$ cat config.mk
export PLATFORM = sky130hd
export DESIGN_NAME = load_store_unit_flat
export DESIGN_NICKNAME = d
export VERILOG_FILES = /design/src/rtl/load_store_unit_if.sv /design/src/rtl/load_store_unit.sv /design/src/flat_wrapper.sv
export SDC_FILE = /design/constraint.sdc
export NUM_CORES = 1
export LEC_CHECK = 0
export ABC_AREA = 1
export CORE_AREA = 2 2 114 116
export CTS_CLUSTER_DIAMETER = 100
export DETAILED_ROUTE_END_ITERATION = 8
export DIE_AREA = 0 0 116 118
export PLACE_DENSITY = 0.88
export SLEW_MARGIN = 25
export SYNTH_ARGS = -nofsm -noshare
export SYNTH_HDL_FRONTEND = slang
export SYNTH_SLANG_ARGS = --single-unit
$ cat constraint.sdc
create_clock -name clk -period 6.5 [get_ports clk]
set_clock_uncertainty 0.1 [all_clocks]
set_input_delay 1.3 -clock clk [delete_from_list [all_inputs] [get_ports clk]]
set_output_delay 1.3 -clock clk [all_outputs]
set_load 0.01 [all_outputs]
$ cat src/rtl/load_store_unit_if.sv
`default_nettype none
// ============================================================================
//  Module      : load_store_unit_if
//  Description : Bundles the pipeline request/response handshake and the
//                word-wide memory port of the load/store unit.
//                slave  : the load/store unit itself
//                master : the pipeline plus memory environment around it
//                (drives requests and mem_rdata, observes everything else)
//  Revision    : 1.0  initial release
// ============================================================================
interface load_store_unit_if #(
  parameter int addrWidth = 32,
  parameter int dataWidth = 32
);
  // pipeline request
  logic                 req_valid;
  logic                 req_ready;
  logic                 req_wr;
  logic [1:0]           req_size;
  logic                 req_unsigned;
  logic [addrWidth-1:0] req_addr;
  logic [dataWidth-1:0] req_wdata;
  // response
  logic                 rsp_valid;
  logic [dataWidth-1:0] rsp_rdata;
  logic                 rsp_fault;
  // memory port
  logic                 mem_rd;
  logic                 mem_wrt;
  logic [addrWidth-1:0] mem_addr;
  logic [dataWidth-1:0] mem_wdata;
  logic [dataWidth-1:0] mem_rdata;

  modport slave (
    input  req_valid, req_wr, req_size, req_unsigned, req_addr, req_wdata,
    input  mem_rdata,
    output req_ready, rsp_valid, rsp_rdata, rsp_fault,
    output mem_rd, mem_wrt, mem_addr, mem_wdata
  );

  modport master (
    output req_valid, req_wr, req_size, req_unsigned, req_addr, req_wdata,
    output mem_rdata,
    input  req_ready, rsp_valid, rsp_rdata, rsp_fault,
    input  mem_rd, mem_wrt, mem_addr, mem_wdata
  );
endinterface
`default_nettype wire

$ cat src/rtl/load_store_unit.sv
`default_nettype none
// ============================================================================
//  Module      : load_store_unit
//  Description : Single-outstanding load/store unit. Accepts one request in
//                IDLE, performs a read (RD), a write (WR) or a read-modify-
//                write (RD then WR) on a word-wide memory, then pulses a
//                one-cycle response (RESP).
//  Ports       : clk  - clock, all state updates on the rising edge
//                rst  - asynchronous active-high reset
//                bus  - load_store_unit_if.slave: req_* request handshake,
//                       rsp_* completion, mem_* word memory port
//                       (mem_addr is a word index, write commits on the
//                       falling clock edge outside this block)
//  Options     : LSU_MISALIGN_TRAP_EN - when defined, illegal size and
//                misaligned half/word requests fault without touching
//                memory; when undefined they are silently aligned down and
//                size 11 is treated as a word.
//  Revision    : 1.0  initial release
// ============================================================================
module load_store_unit #(
  parameter int addrWidth = 32,
  parameter int dataWidth = 32
) (
  input  wire logic        clk,
  input  wire logic        rst,
  load_store_unit_if.slave bus
);

  typedef enum logic [1:0] {
    IDLE = 2'd0,
    RD   = 2'd1,
    WR   = 2'd2,
    RESP = 2'd3
  } state_t;

  state_t r_state;
  state_t w_state_nxt;

  logic                 r_wr;
  logic                 r_uns;
  logic                 r_fault;
  logic [1:0]           r_size;
  logic [addrWidth-1:0] r_addr;
  logic [dataWidth-1:0] r_wdata;
  logic [dataWidth-1:0] r_word;

  logic                 w_accept;
  logic                 w_fault;
  logic [1:0]           w_size_eff;
  logic [addrWidth-1:0] w_addr_eff;
  logic [4:0]           w_sh;
  logic [dataWidth-1:0] w_mask;
  logic [dataWidth-1:0] w_lane;
  logic [dataWidth-1:0] w_load;
  logic [dataWidth-1:0] w_merge;

  assign w_accept = bus.req_valid && (r_state == IDLE);

  // Request legalisation: either fault the access or coerce it to a legal,
  // naturally aligned access before it is registered.
`ifdef LSU_MISALIGN_TRAP_EN
  always_comb begin
    w_size_eff = bus.req_size;
    w_addr_eff = bus.req_addr;
    w_fault    = (bus.req_size == 2'b11)
              || ((bus.req_size == 2'b01) && bus.req_addr[0])
              || ((bus.req_size == 2'b10) && (bus.req_addr[1:0] != 2'b00));
  end
`else
  always_comb begin
    w_fault    = 1'b0;
    w_size_eff = (bus.req_size == 2'b11) ? 2'b10 : bus.req_size;
    w_addr_eff = bus.req_addr;
    case (w_size_eff)
      2'b01:   w_addr_eff = {bus.req_addr[addrWidth-1:1], 1'b0};
      2'b10:   w_addr_eff = {bus.req_addr[addrWidth-1:2], 2'b00};
      default: w_addr_eff = bus.req_addr;
    endcase
  end
`endif

  // Lane helpers: shift amount from the byte offset, and a lane mask sized
  // by the access. Word accesses are aligned, so their shift is always 0.
  assign w_sh = {r_addr[1:0], 3'b000};

  always_comb begin
    case (r_size)
      2'b00:   w_mask = 32'h0000_00FF;
      2'b01:   w_mask = 32'h0000_FFFF;
      default: w_mask = 32'hFFFF_FFFF;
    endcase
  end

  assign w_lane  = r_word >> w_sh;
  assign w_merge = (r_word & ~(w_mask << w_sh)) | ((r_wdata & w_mask) << w_sh);

  always_comb begin
    case (r_size)
      2'b00:   w_load = {{24{~r_uns & w_lane[7]}},  w_lane[7:0]};
      2'b01:   w_load = {{16{~r_uns & w_lane[15]}}, w_lane[15:0]};
      default: w_load = w_lane;
    endcase
  end

  // State register
  always_ff @(posedge clk or posedge rst) begin
    if (rst) r_state <= IDLE;
    else     r_state <= w_state_nxt;
  end

  // Request fields and the word captured at the end of RD
  always_ff @(posedge clk or posedge rst) begin
    if (rst) begin
      r_wr    <= 1'b0;
      r_uns   <= 1'b0;
      r_fault <= 1'b0;
      r_size  <= 2'b00;
      r_addr  <= '0;
      r_wdata <= '0;
      r_word  <= '0;
    end else begin
      if (w_accept) begin
        r_wr    <= bus.req_wr;
        r_uns   <= bus.req_unsigned;
        r_fault <= w_fault;
        r_size  <= w_size_eff;
        r_addr  <= w_addr_eff;
        r_wdata <= bus.req_wdata;
      end
      if (r_state == RD) r_word <= bus.mem_rdata;
    end
  end

  // Next state and outputs. All outputs decode from the state register so
  // that an asynchronous reset clears them (notably mem_wrt) immediately.
  always_comb begin
    w_state_nxt   = r_state;
    bus.req_ready = 1'b0;
    bus.rsp_valid = 1'b0;
    bus.rsp_fault = 1'b0;
    bus.rsp_rdata = '0;
    bus.mem_rd    = 1'b0;
    bus.mem_wrt   = 1'b0;
    bus.mem_addr  = '0;
    bus.mem_wdata = '0;
    case (r_state)
      IDLE: begin
        bus.req_ready = 1'b1;
        if (w_accept) begin
          if (w_fault)                  w_state_nxt = RESP;
          else if (!bus.req_wr)         w_state_nxt = RD;
          else if (w_size_eff == 2'b10) w_state_nxt = WR;
          else                          w_state_nxt = RD; // read-modify-write
        end
      end
      RD: begin
        bus.mem_rd   = 1'b1;
        bus.mem_addr = r_addr >> 2;
        w_state_nxt  = r_wr ? WR : RESP;
      end
      WR: begin
        bus.mem_wrt   = 1'b1;
        bus.mem_addr  = r_addr >> 2;
        bus.mem_wdata = w_merge;
        w_state_nxt   = RESP;
      end
      RESP: begin
        bus.rsp_valid = 1'b1;
        bus.rsp_fault = r_fault;
        bus.rsp_rdata = (!r_wr && !r_fault) ? w_load : '0;
        w_state_nxt   = IDLE;
      end
      default: w_state_nxt = IDLE;
    endcase
  end

endmodule
`default_nettype wire

$ cat src/flat_wrapper.sv
// flat-port wrapper written by rule: the top's interface ports become plain ports
module load_store_unit_flat 
#(
  parameter int addrWidth = 32,
  parameter int dataWidth = 32
)
  (clk, rst, bus_req_valid, bus_req_wr, bus_req_size, bus_req_unsigned, bus_req_addr, bus_req_wdata, bus_mem_rdata, bus_req_ready, bus_rsp_valid, bus_rsp_rdata, bus_rsp_fault, bus_mem_rd, bus_mem_wrt, bus_mem_addr, bus_mem_wdata);
  load_store_unit_if #(.addrWidth(addrWidth), .dataWidth(dataWidth)) bus_i ();
  input  wire logic clk;
  input  wire logic rst;
  input wire logic [$bits(bus_i.req_valid)-1:0] bus_req_valid;
  input wire logic [$bits(bus_i.req_wr)-1:0] bus_req_wr;
  input wire logic [$bits(bus_i.req_size)-1:0] bus_req_size;
  input wire logic [$bits(bus_i.req_unsigned)-1:0] bus_req_unsigned;
  input wire logic [$bits(bus_i.req_addr)-1:0] bus_req_addr;
  input wire logic [$bits(bus_i.req_wdata)-1:0] bus_req_wdata;
  input wire logic [$bits(bus_i.mem_rdata)-1:0] bus_mem_rdata;
  output wire logic [$bits(bus_i.req_ready)-1:0] bus_req_ready;
  output wire logic [$bits(bus_i.rsp_valid)-1:0] bus_rsp_valid;
  output wire logic [$bits(bus_i.rsp_rdata)-1:0] bus_rsp_rdata;
  output wire logic [$bits(bus_i.rsp_fault)-1:0] bus_rsp_fault;
  output wire logic [$bits(bus_i.mem_rd)-1:0] bus_mem_rd;
  output wire logic [$bits(bus_i.mem_wrt)-1:0] bus_mem_wrt;
  output wire logic [$bits(bus_i.mem_addr)-1:0] bus_mem_addr;
  output wire logic [$bits(bus_i.mem_wdata)-1:0] bus_mem_wdata;
  assign bus_i.req_valid = bus_req_valid;
  assign bus_i.req_wr = bus_req_wr;
  assign bus_i.req_size = bus_req_size;
  assign bus_i.req_unsigned = bus_req_unsigned;
  assign bus_i.req_addr = bus_req_addr;
  assign bus_i.req_wdata = bus_req_wdata;
  assign bus_i.mem_rdata = bus_mem_rdata;
  assign bus_req_ready = bus_i.req_ready;
  assign bus_rsp_valid = bus_i.rsp_valid;
  assign bus_rsp_rdata = bus_i.rsp_rdata;
  assign bus_rsp_fault = bus_i.rsp_fault;
  assign bus_mem_rd = bus_i.mem_rd;
  assign bus_mem_wrt = bus_i.mem_wrt;
  assign bus_mem_addr = bus_i.mem_addr;
  assign bus_mem_wdata = bus_i.mem_wdata;
  load_store_unit #(.addrWidth(addrWidth), .dataWidth(dataWidth)) u_core (.clk(clk), .rst(rst), .bus(bus_i));
endmodule
---- Word level (Yosys, flattened, before mapping) ----
Cells that the tools add are included.
storage, ports and cells
  register bits ........................... 102
  input bits .............................. 103
  logic and storage cells ................. 46
cells by class
  eq/ne operators ......................... 8
  shift operators ......................... 3
  multiplexer cells ....................... 17
  bitwise operators ....................... 7
  reduce and logical (&&, ||, !) cells .... 4
operators by type and width
  kind                                                   count
  case mux 32 bit (2 select lines)                       2
  2-to-1 mux 32 bit                                      3
  bitwise AND 32 bit                                     2
  left shift 32 x 5 -> 32 bit                            2
  NOT 32 bit                                             1
  OR 32 bit                                              1
  right shift 32 x 5 -> 32 bit                           1
  2-to-1 mux 30 bit                                      1
  == test 2 bit, second input constant                   4
  2-to-1 mux 2 bit                                       4
  case mux 2 bit (4 select lines)                        1
  == test 2 x 1 -> 1 bit, second input constant          3
  2-to-1 mux 1 bit                                       5
  logical NOT 2 bit                                      2
  case mux 2 bit (2 select lines)                        1
  bitwise AND 1 bit                                      2
  inequality test 2 x 1 -> 1 bit, second input constant  1
  OR reduction 2 bit                                     1
  logical AND 1 bit                                      1
  NOT 1 bit                                              1

---- Longest topological paths before layout ----
Gate-level depths: netlist of the first run.
  depth in word-level cells ............... 7
  gate-level depth with buffers ........... 10
  gate-level depth less buffers ........... 8

---- Worst setup path before layout of the first run ----
OpenSTA, ideal clock, no wires.
  path kind ............................... reg2out
  start ................................... reg u_core.r_state[0]
  end ..................................... out bus_mem_wdata[14]
  data arrival time ....................... 1.392 ns
  data required time ...................... 5.100 ns
  path slack .............................. 3.708 ns
  stages on the path, launching flop included .. 7
  cell sequence ........................... dfrtp_1 -> inv_1 -> ha_1 -> buf_2 -> inv_1 -> clkbuf_1 -> a21oi_1
on the way
  word-level cells in the longest chain between the ends .. 2
ends and longest elaborated chain
  item                    RTL line                text
  from (decl)             load_store_unit.sv:36   state_t r_state;
  from (signal assigned)  load_store_unit.sv:108  else r_state <= w_state_nxt;
  == test 2 bit           load_store_unit.sv:146  case (r_state)
  2-to-1 mux 32 bit       load_store_unit.sv:146
  to (decl)               flat_wrapper.sv:25      output wire logic [$bits(bus_i.mem_wdata)-1:0] bus_mem_wdata;
No other way between the ends.

---- Final worst setup path of the first run ----
  start ................................... reg u_core.r_addr[0]
  end ..................................... out bus_rsp_rdata[20]
on the way
  word-level cells in the longest chain between the ends .. 5
  elaborated cells on any way between the ends .. 6
  classes of those cells .................. shift (1); mux (3); bitwise (2)
ends and longest elaborated chain
  item                                         RTL line                                       text
  from (decl)                                  load_store_unit.sv:43                          logic [addrWidth-1:0] r_addr;
  from (signal assigned)                       load_store_unit.sv:127                         r_addr <= w_addr_eff;
  right shift 32 x 5 -> 32 bit *               load_store_unit.sv:94                          assign w_lane = r_word >> w_sh;
  bitwise AND 1 bit, on equally long branches  load_store_unit.sv:100, load_store_unit.sv:99
  case mux 32 bit (2 select lines) *           load_store_unit.sv:98                          case (r_size)
  2-to-1 mux 32 bit *                          load_store_unit.sv:170                         bus.rsp_rdata = (!r_wr && !r_fault) ? w_load : '0;
  2-to-1 mux 32 bit *                          load_store_unit.sv:146
  to (decl)                                    flat_wrapper.sv:20                             output wire logic [$bits(bus_i.rsp_rdata)-1:0] bus_rsp_rdata;
Mark *: on every way between the ends. The rest lies on a longest branch, timed or not.

==> impl_metrics.env, run 1 <==
export IMPL_status="finished, final reports clean"
export IMPL_area_delta_synth_final_pct=35.89
export IMPL_clk_pin_slew_ps=70
export IMPL_cts_tree="built"
export IMPL_layout_commonest_cell="nand2_1"
export IMPL_setup_ws_ps=1968
export IMPL_grtUsageTotal_pct=30.54
export IMPL_grt_pass1_vias=6156
export IMPL_io_buffers=200
export IMPL_antenna_left=0
export IMPL_power_frac_seq_pct=28.7
export IMPL_nFillCells=1090
export IMPL_first_pass_iters=6
export IMPL_grt_pass1_wl_mm=32.30
export IMPL_diodes=0
export IMPL_setup_violations=0
export IMPL_initial_utilization_pct=50.27
export IMPL_multi_input_area_um2=2970
export IMPL_dieArea_um2=13690
export IMPL_clk_latency_ps=360
export IMPL_seq_area_frac_synth_pct=40.90
export IMPL_cts_resized=0
export IMPL_yosys_cell_types_count=33
export IMPL_ir_worst_vdd_v=0.0003793
export IMPL_cp_required_ps=5100
export IMPL_finalSetupTns_ps=0
export IMPL_crit_top_cell="nand2_2"
export IMPL_dpl_cell_area_um2=8149
export IMPL_ys_ff_latch=102
export IMPL_core_area_um2=12410
export IMPL_switching_power_mw=2.080
export IMPL_fmax_mhz=220.6
export IMPL_path_max_fanout=54
export IMPL_hold_violations=0
export IMPL_synth_top_area_share_pct=40.90
export IMPL_power_frac_clock_pct=13.2
export IMPL_vias=6612
export IMPL_drv_cap=0
export IMPL_post_cts_setup_buffers=0
export IMPL_antenna_found_initial=0
export IMPL_worstSetupStartpointType="flop"
export IMPL_drv_slew=0
export IMPL_timing_hold_ws_ps=382.1
export IMPL_stdcell_area_um2=8481
export IMPL_intPower_mw=2.267
export IMPL_cp_cell_sequence="buf_4 > inv_6 > nand2_2 > nand3_2 > nand2_2 > nand2_4 > nand3_4 > nand2_1 > inv_1 > clkdlybuf4s50_1"
export IMPL_powerDensity_nw_per_um2=512.6
export IMPL_drc=0
export IMPL_die_width_um=116
export IMPL_p_leak_nw=4.278
export IMPL_via_per_inst=5.281
export IMPL_htree_levels=3
export IMPL_max_slew_margin_pct=36.59
export IMPL_combPwrFrac_pct=58.1
export IMPL_nets=1182
export IMPL_clockRootBuffer="clkbuf_16"
export IMPL_cts_sinks=102
export IMPL_die_h_um=118
export IMPL_ios=204
export IMPL_dp_hpwl_mm=14.71
export IMPL_drtIter0Drc=725
export IMPL_yosys_warnings=0
export IMPL_period_minus_slack_ps=4532
export IMPL_pre_cts_slack_ps=2414
export IMPL_regArea_um2=2555
export IMPL_drive_gt1_share_pct=6.019
export IMPL_swShare_pct=47.84
export IMPL_cts_hold_buf=0
export IMPL_fp_row_count=41
export IMPL_end_kind="output pin"
export IMPL_wl_mm=20.50
export IMPL_routabilityCongestion=0.9557
export IMPL_yosys_area_top_type="dfrtp_1"
export IMPL_netlist_instances=919
export IMPL_post_route_period_util_pct=69.73
export IMPL_cp_arrival_ps=3130
export IMPL_critPathSlowestCell="dfrtp_2"
export IMPL_tightest_slew_ps=951.2
export IMPL_grt_start_max_net_pins=79
export IMPL_grt_ovfl_total=0
export IMPL_routedWlPerCell_um=16.38
export IMPL_syn_area_um2=6241
export IMPL_final_util_pct=68.31
export IMPL_synthTopCellsByArea="dfrtp_1 41%, nand2_1 23%, inv_1 5.8%"
export IMPL_final_cell_mix="386 x nand2_1, 200 x clkdlybuf4s50_1, 100 x dfrtp_1, 96 x inv_1, 72 x a21oi_1"
export IMPL_slowest_delay_ps=660
export IMPL_min_path_type="flop to flop"
export IMPL_rsz0062_at_grt="no"
export IMPL_syn_avg_cell_area_um2=6.791
export IMPL_cts_buffers=9
export IMPL_clockBufferDepth=2
export IMPL_worst_setup_path_type="flop to output pin"
-- critical path, delay by kind of cell (launching register included) --
family | cells | cell delay (ps)
buffers and inverters | 4 | 1390
flip-flops | 1 | 660
AND/OR/NAND/NOR | 6 | 680
-- per-layer routing --
layer  GRT usage, %  vias to the layer above  routed length [um]
li1               -                     3144                   -
met1          41.90                     3037                8300
met2          45.98                      386                9100
met3          9.320                       45                2412
met4          10.34                        0                 688
met5              0                        -                   0
-- cells by family after synthesis --
| family | Yosys count | synth area share [%] |
|---|---|---|
| adders and majority gates | 4 | 0.8020 |
| AOI/OAI and AO/OA | 136 | 11.47 |
| DFF | 102 | 40.90 |
| and+or+nand+nor | 506 | 33.52 |
| muxes | 7 | 1.263 |
| buffers and inverters | 163 | 11.99 |
| other | 1 | 0.06009 |
-- sequential cells by signal, summed over array words and instances, names as in the netlist --
register        flops
u_core.r_size       2
u_core.r_word      32
u_core.r_state      2
u_core.r_wdata     32
u_core.r_uns        1
u_core.r_wr         1
u_core.r_addr      32
-- final timing paths --
| path | end | cells past startpoint | from | slack, ps |
|---|---|---|---|---|
| max | bus_rsp_rdata[20] | 10 | u_core.r_addr[0]$_DFFE_PP0P_ | 1970 |
| min | u_core.r_addr[20]$_DFFE_PP0P_ | 2 | u_core.r_addr[20]$_DFFE_PP0P_ | 380 |
| max reg2reg | u_core.r_size[0]$_DFFE_PP0P_ | 8 | u_core.r_state[0]$_DFFE_PP0P_ | 4040 |
| min reg2reg | u_core.r_addr[20]$_DFFE_PP0P_ | 2 | u_core.r_addr[20]$_DFFE_PP0P_ | 380 |
| max in group asynchronous | u_core.r_addr[0]$_DFFE_PP0P_ | 3 | rst | 3920 |
| min in group asynchronous | u_core.r_addr[7]$_DFFE_PP0P_ | 2 | rst | 1400 |
-- synth_stat cells, drive strengths merged --
cell,count
nor2,51
dfrtp,102
o21ai,61
o22ai,2
inv,102
a21oi,72
clkbuf,22
buf,38
clkinv,1
mux2,7
nor4,7
ha,4
a211oi,1
conb,1
nand3,43
nand2,398
nor3,7
-- metrics by stage --
| stage | total power [mW] | cells |
|---|---|---|
| after floorplan | 2.759 | 921 |
| after global placement | 3.683 | 1236 |
| after detailed placement | 3.714 | 1236 |
| after CTS | 4.308 | 1252 |
| after global routing | 4.661 | 1252 |
| final | 4.347 | 1252 |
-- final cells by class --
| class | instances | area share (%) |
|---|---|---|
| Multi-Input combinational cell | 656 | 35.03 |
| Sequential cell | 102 | 30.13 |
| Timing Repair Buffer | 203 | 23.87 |
| Inverter | 103 | 4.706 |
| Clock buffer | 9 | 2.656 |
| Tap cell | 172 | 2.538 |
| Clock inverter | 7 | 1.077 |
-- power groups by stage --
stage               registers (mW)  clock network, mW  logic (mW)
floorplan                     1.09                  0        1.66
global placement              1.24                  0        2.45
detailed placement            1.23                  0        2.48
CTS                           1.23              0.578        2.50
global route                  1.28              0.603        2.78
finish                        1.25              0.575        2.52
No activity file was read; power rests on OpenSTA's default activity.
==> inputs of run 2 (changes only) <==
--- a/config.mk
+++ b/config.mk
@@ -6,11 +6,11 @@
 export NUM_CORES = 1
 export LEC_CHECK = 0
 export ABC_AREA = 1
-export CORE_AREA = 2 2 114 116
+export CORE_AREA = 2 2 125 127
 export CTS_CLUSTER_DIAMETER = 100
 export DETAILED_ROUTE_END_ITERATION = 8
-export DIE_AREA = 0 0 116 118
-export PLACE_DENSITY = 0.88
+export DIE_AREA = 0 0 127 129
+export PLACE_DENSITY = 0.78
 export SLEW_MARGIN = 25
 export SYNTH_ARGS = -nofsm -noshare
 export SYNTH_HDL_FRONTEND = slang
==> constraint.sdc (replaced) <==
create_clock -name clk -period 4 [get_ports clk]
set_clock_uncertainty 0.1 [all_clocks]
set_input_delay 0.8 -clock clk [delete_from_list [all_inputs] [get_ports clk]]
set_output_delay 0.8 -clock clk [all_outputs]
set_load 0.01 [all_outputs]
==> run 2 against run 1 <==
Effect of this change:
- clock power grew 67%
- sequential power grew 59%
- global-route usage shrank 5.7 points
- clock-buffer cell count grew 3
- flip-flop and latch count is the same
- critical path depth shrank 2
- worst hold slack lost 3.5 ps
- sequential share of layout area shrank 0.27 points
- combinational power grew 64%
- non-clock buffer count grew 7
- routed wire length shrank 1.4%
- largest power group unchanged
==> impl_metrics.env, run 2 (same netlist as run 1, synthesis figures left out) <==
export IMPL_cts_sinks=102
export IMPL_timing_hold_ws_ps=378.7
export IMPL_grt_ovfl_total=0
export IMPL_cp_arrival_ps=2700
export IMPL_slowest_delay_ps=590
export IMPL_drv_cap=0
export IMPL_clockRootBuffer="clkbuf_16"
export IMPL_core_area_um2=14980
export IMPL_cts_tree="built"
export IMPL_antenna_left=0
export IMPL_grt_use_met3_pct=8.441
export IMPL_drv_slew=0
export IMPL_clk_latency_ps=360
export IMPL_post_route_period_util_pct=90.05
export IMPL_via_per_inst=5.097
export IMPL_fp_row_count=45
export IMPL_cp_cell_sequence="inv_6 > nand2_1 > o21ai_1 > nand2_1 > nand2_1 > nor2_1 > nor2_1 > clkdlybuf4s50_1"
export IMPL_ios=204
export IMPL_fmax_mhz=277.6
export IMPL_cts_buffers=9
export IMPL_max_slew_margin_pct=43.49
export IMPL_worst_setup_path_type="flop to output pin"
export IMPL_area_delta_synth_final_pct=37.03
export IMPL_grtUsageTotal_pct=24.88
export IMPL_io_buffers=200
export IMPL_dieArea_um2=16380
export IMPL_clk_pin_slew_ps=70
export IMPL_finalSetupTns_ps=0
export IMPL_setup_violations=0
export IMPL_cp_required_ps=3100
export IMPL_grt_start_max_net_pins=62
export IMPL_final_cell_mix="387 x nand2_1, 200 x clkdlybuf4s50_1, 101 x dfrtp_1, 96 x inv_1, 72 x a21oi_1"
export IMPL_reg_largest_list="u_core.r_addr x32, u_core.r_wdata x32, u_core.r_word x32"
export IMPL_power_frac_seq_pct=28.0
export IMPL_ir_worst_vdd_v=0.0005732
export IMPL_totalPowerFinal_mw=7.087
export IMPL_layout_commonest_cell="nand2_1"
export IMPL_initial_utilization_pct=41.67
export IMPL_routabilityCongestion=0.9419
export IMPL_period_minus_slack_ps=3602
export IMPL_worstSetupStartpointType="flop"
export IMPL_diodes=0
export IMPL_routedWlPerCell_um=15.86
export IMPL_end_kind="output pin"
export IMPL_min_path_type="flop to flop"
export IMPL_wl_mm=20.21
export IMPL_drtIter0Drc=549
export IMPL_intPower_mw=3.791
export IMPL_cts_resized=0
export IMPL_status="finished, final reports clean"
export IMPL_drive_gt1_share_pct=6.262
export IMPL_crit_top_cell="nand2_1"
export IMPL_vias=6494
export IMPL_htree_levels=3
export IMPL_power_frac_clock_pct=13.6
export IMPL_hold_violations=0
export IMPL_post_cts_setup_buffers=0
export IMPL_path_max_fanout=54
export IMPL_rsz0062_at_grt="no"
export IMPL_critPathSlowestCell="dfrtp_2"
export IMPL_gr_usage_met1_pct=32.56
export IMPL_tightest_slew_ps=846.4
export IMPL_antenna_found_initial=0
export IMPL_clockBufferDepth=2
export IMPL_die_h_um=129
export IMPL_p_leak_nw=4.313
export IMPL_grt_pass1_vias=6236
export IMPL_switching_power_mw=3.296
export IMPL_grt_util_met2_pct=38.90
export IMPL_first_pass_iters=5
export IMPL_powerDensity_nw_per_um2=828.7
export IMPL_swShare_pct=46.50
export IMPL_combPwrFrac_pct=58.4
export IMPL_busiest_layer="met2"
export IMPL_drc=0
export IMPL_cts_hold_buf=0
export IMPL_nets=1189
export IMPL_dp_hpwl_mm=14.76
export IMPL_die_width_um=127
export IMPL_grt_pass1_wl_mm=32.10
## run 2: cell types whose count changed in the layout (fill, tap and decap cells not counted), sizes merged
cell    change
buf         +7
clkbuf      +3
inv         -3
clkinv      -2
bufinv      +1
## run 2: final timing paths
kind,endpoint,cells past startpoint,slack [ps],startpoint
hold reg to reg,u_core.r_addr[15]$_DFFE_PP0P_,2,380,u_core.r_addr[15]$_DFFE_PP0P_
setup reg to reg,u_core.r_addr[12]$_DFFE_PP0P_,7,1790,u_core.r_state[0]$_DFFE_PP0P_
max in group asynchronous,u_core.r_addr[0]$_DFFE_PP0P_,3,2270,rst
setup / recovery,bus_mem_wdata[31],8,400,u_core.r_addr[0]$_DFFE_PP0P_
hold / removal,u_core.r_addr[15]$_DFFE_PP0P_,2,380,u_core.r_addr[15]$_DFFE_PP0P_
min in group asynchronous,u_core.r_addr[19]$_DFFE_PP0P_,2,810,rst
## run 2: worst max-delay path: cells and delay by family (launching register included)
family	cells	cell delay, ps
buf+inv	2	930
flops	1	590
simple gates	5	520
compound gates	1	300
## run 2: cell type report
| type | instances | area (um2) |
|---|---|---|
| tap | 188 | 235.2 |
| timing repair buffer | 210 | 2090 |
| sequential | 102 | 2554 |
| inverter | 103 | 396.6 |
| multi-input combinational | 656 | 2953 |
| clock inverter | 3 | 67.56 |
| fill | 1423 | 6425 |
| clock buffer | 12 | 256.5 |
## run 2: through the flow
stage | cell area, um2 | worst slack (ps) | utilization [%] | cells
finish | 8552 | 397.9 | 57.10 | 1274
detailed placement | 8228 | 772.2 | 54.94 | 1259
CTS | 8552 | 384.6 | 57.10 | 1274
global placement | 8228 | 780.3 | 54.94 | 1259
floorplan | 6248 | 424.5 | - | 921
global route | 8552 | 201.9 | 57.10 | 1274
## run 2: power by group through the flow
stage,Combinational (mW),Clock [mW],Sequential [mW]
finish,4.14,0.963,1.99
CTS,4.12,0.975,1.97
global route,4.60,1.02,2.03
floorplan,2.71,0,1.78
detailed placement,4.10,0,1.97
global placement,4.06,0,1.97
## run 2: metal layers
layer  vias to the layer above  wire [um]
met5                         -          0
met4                         0        568
met3                        42       2161
met2                       343       9039
met1                      2955       8443
li1                       3154          -
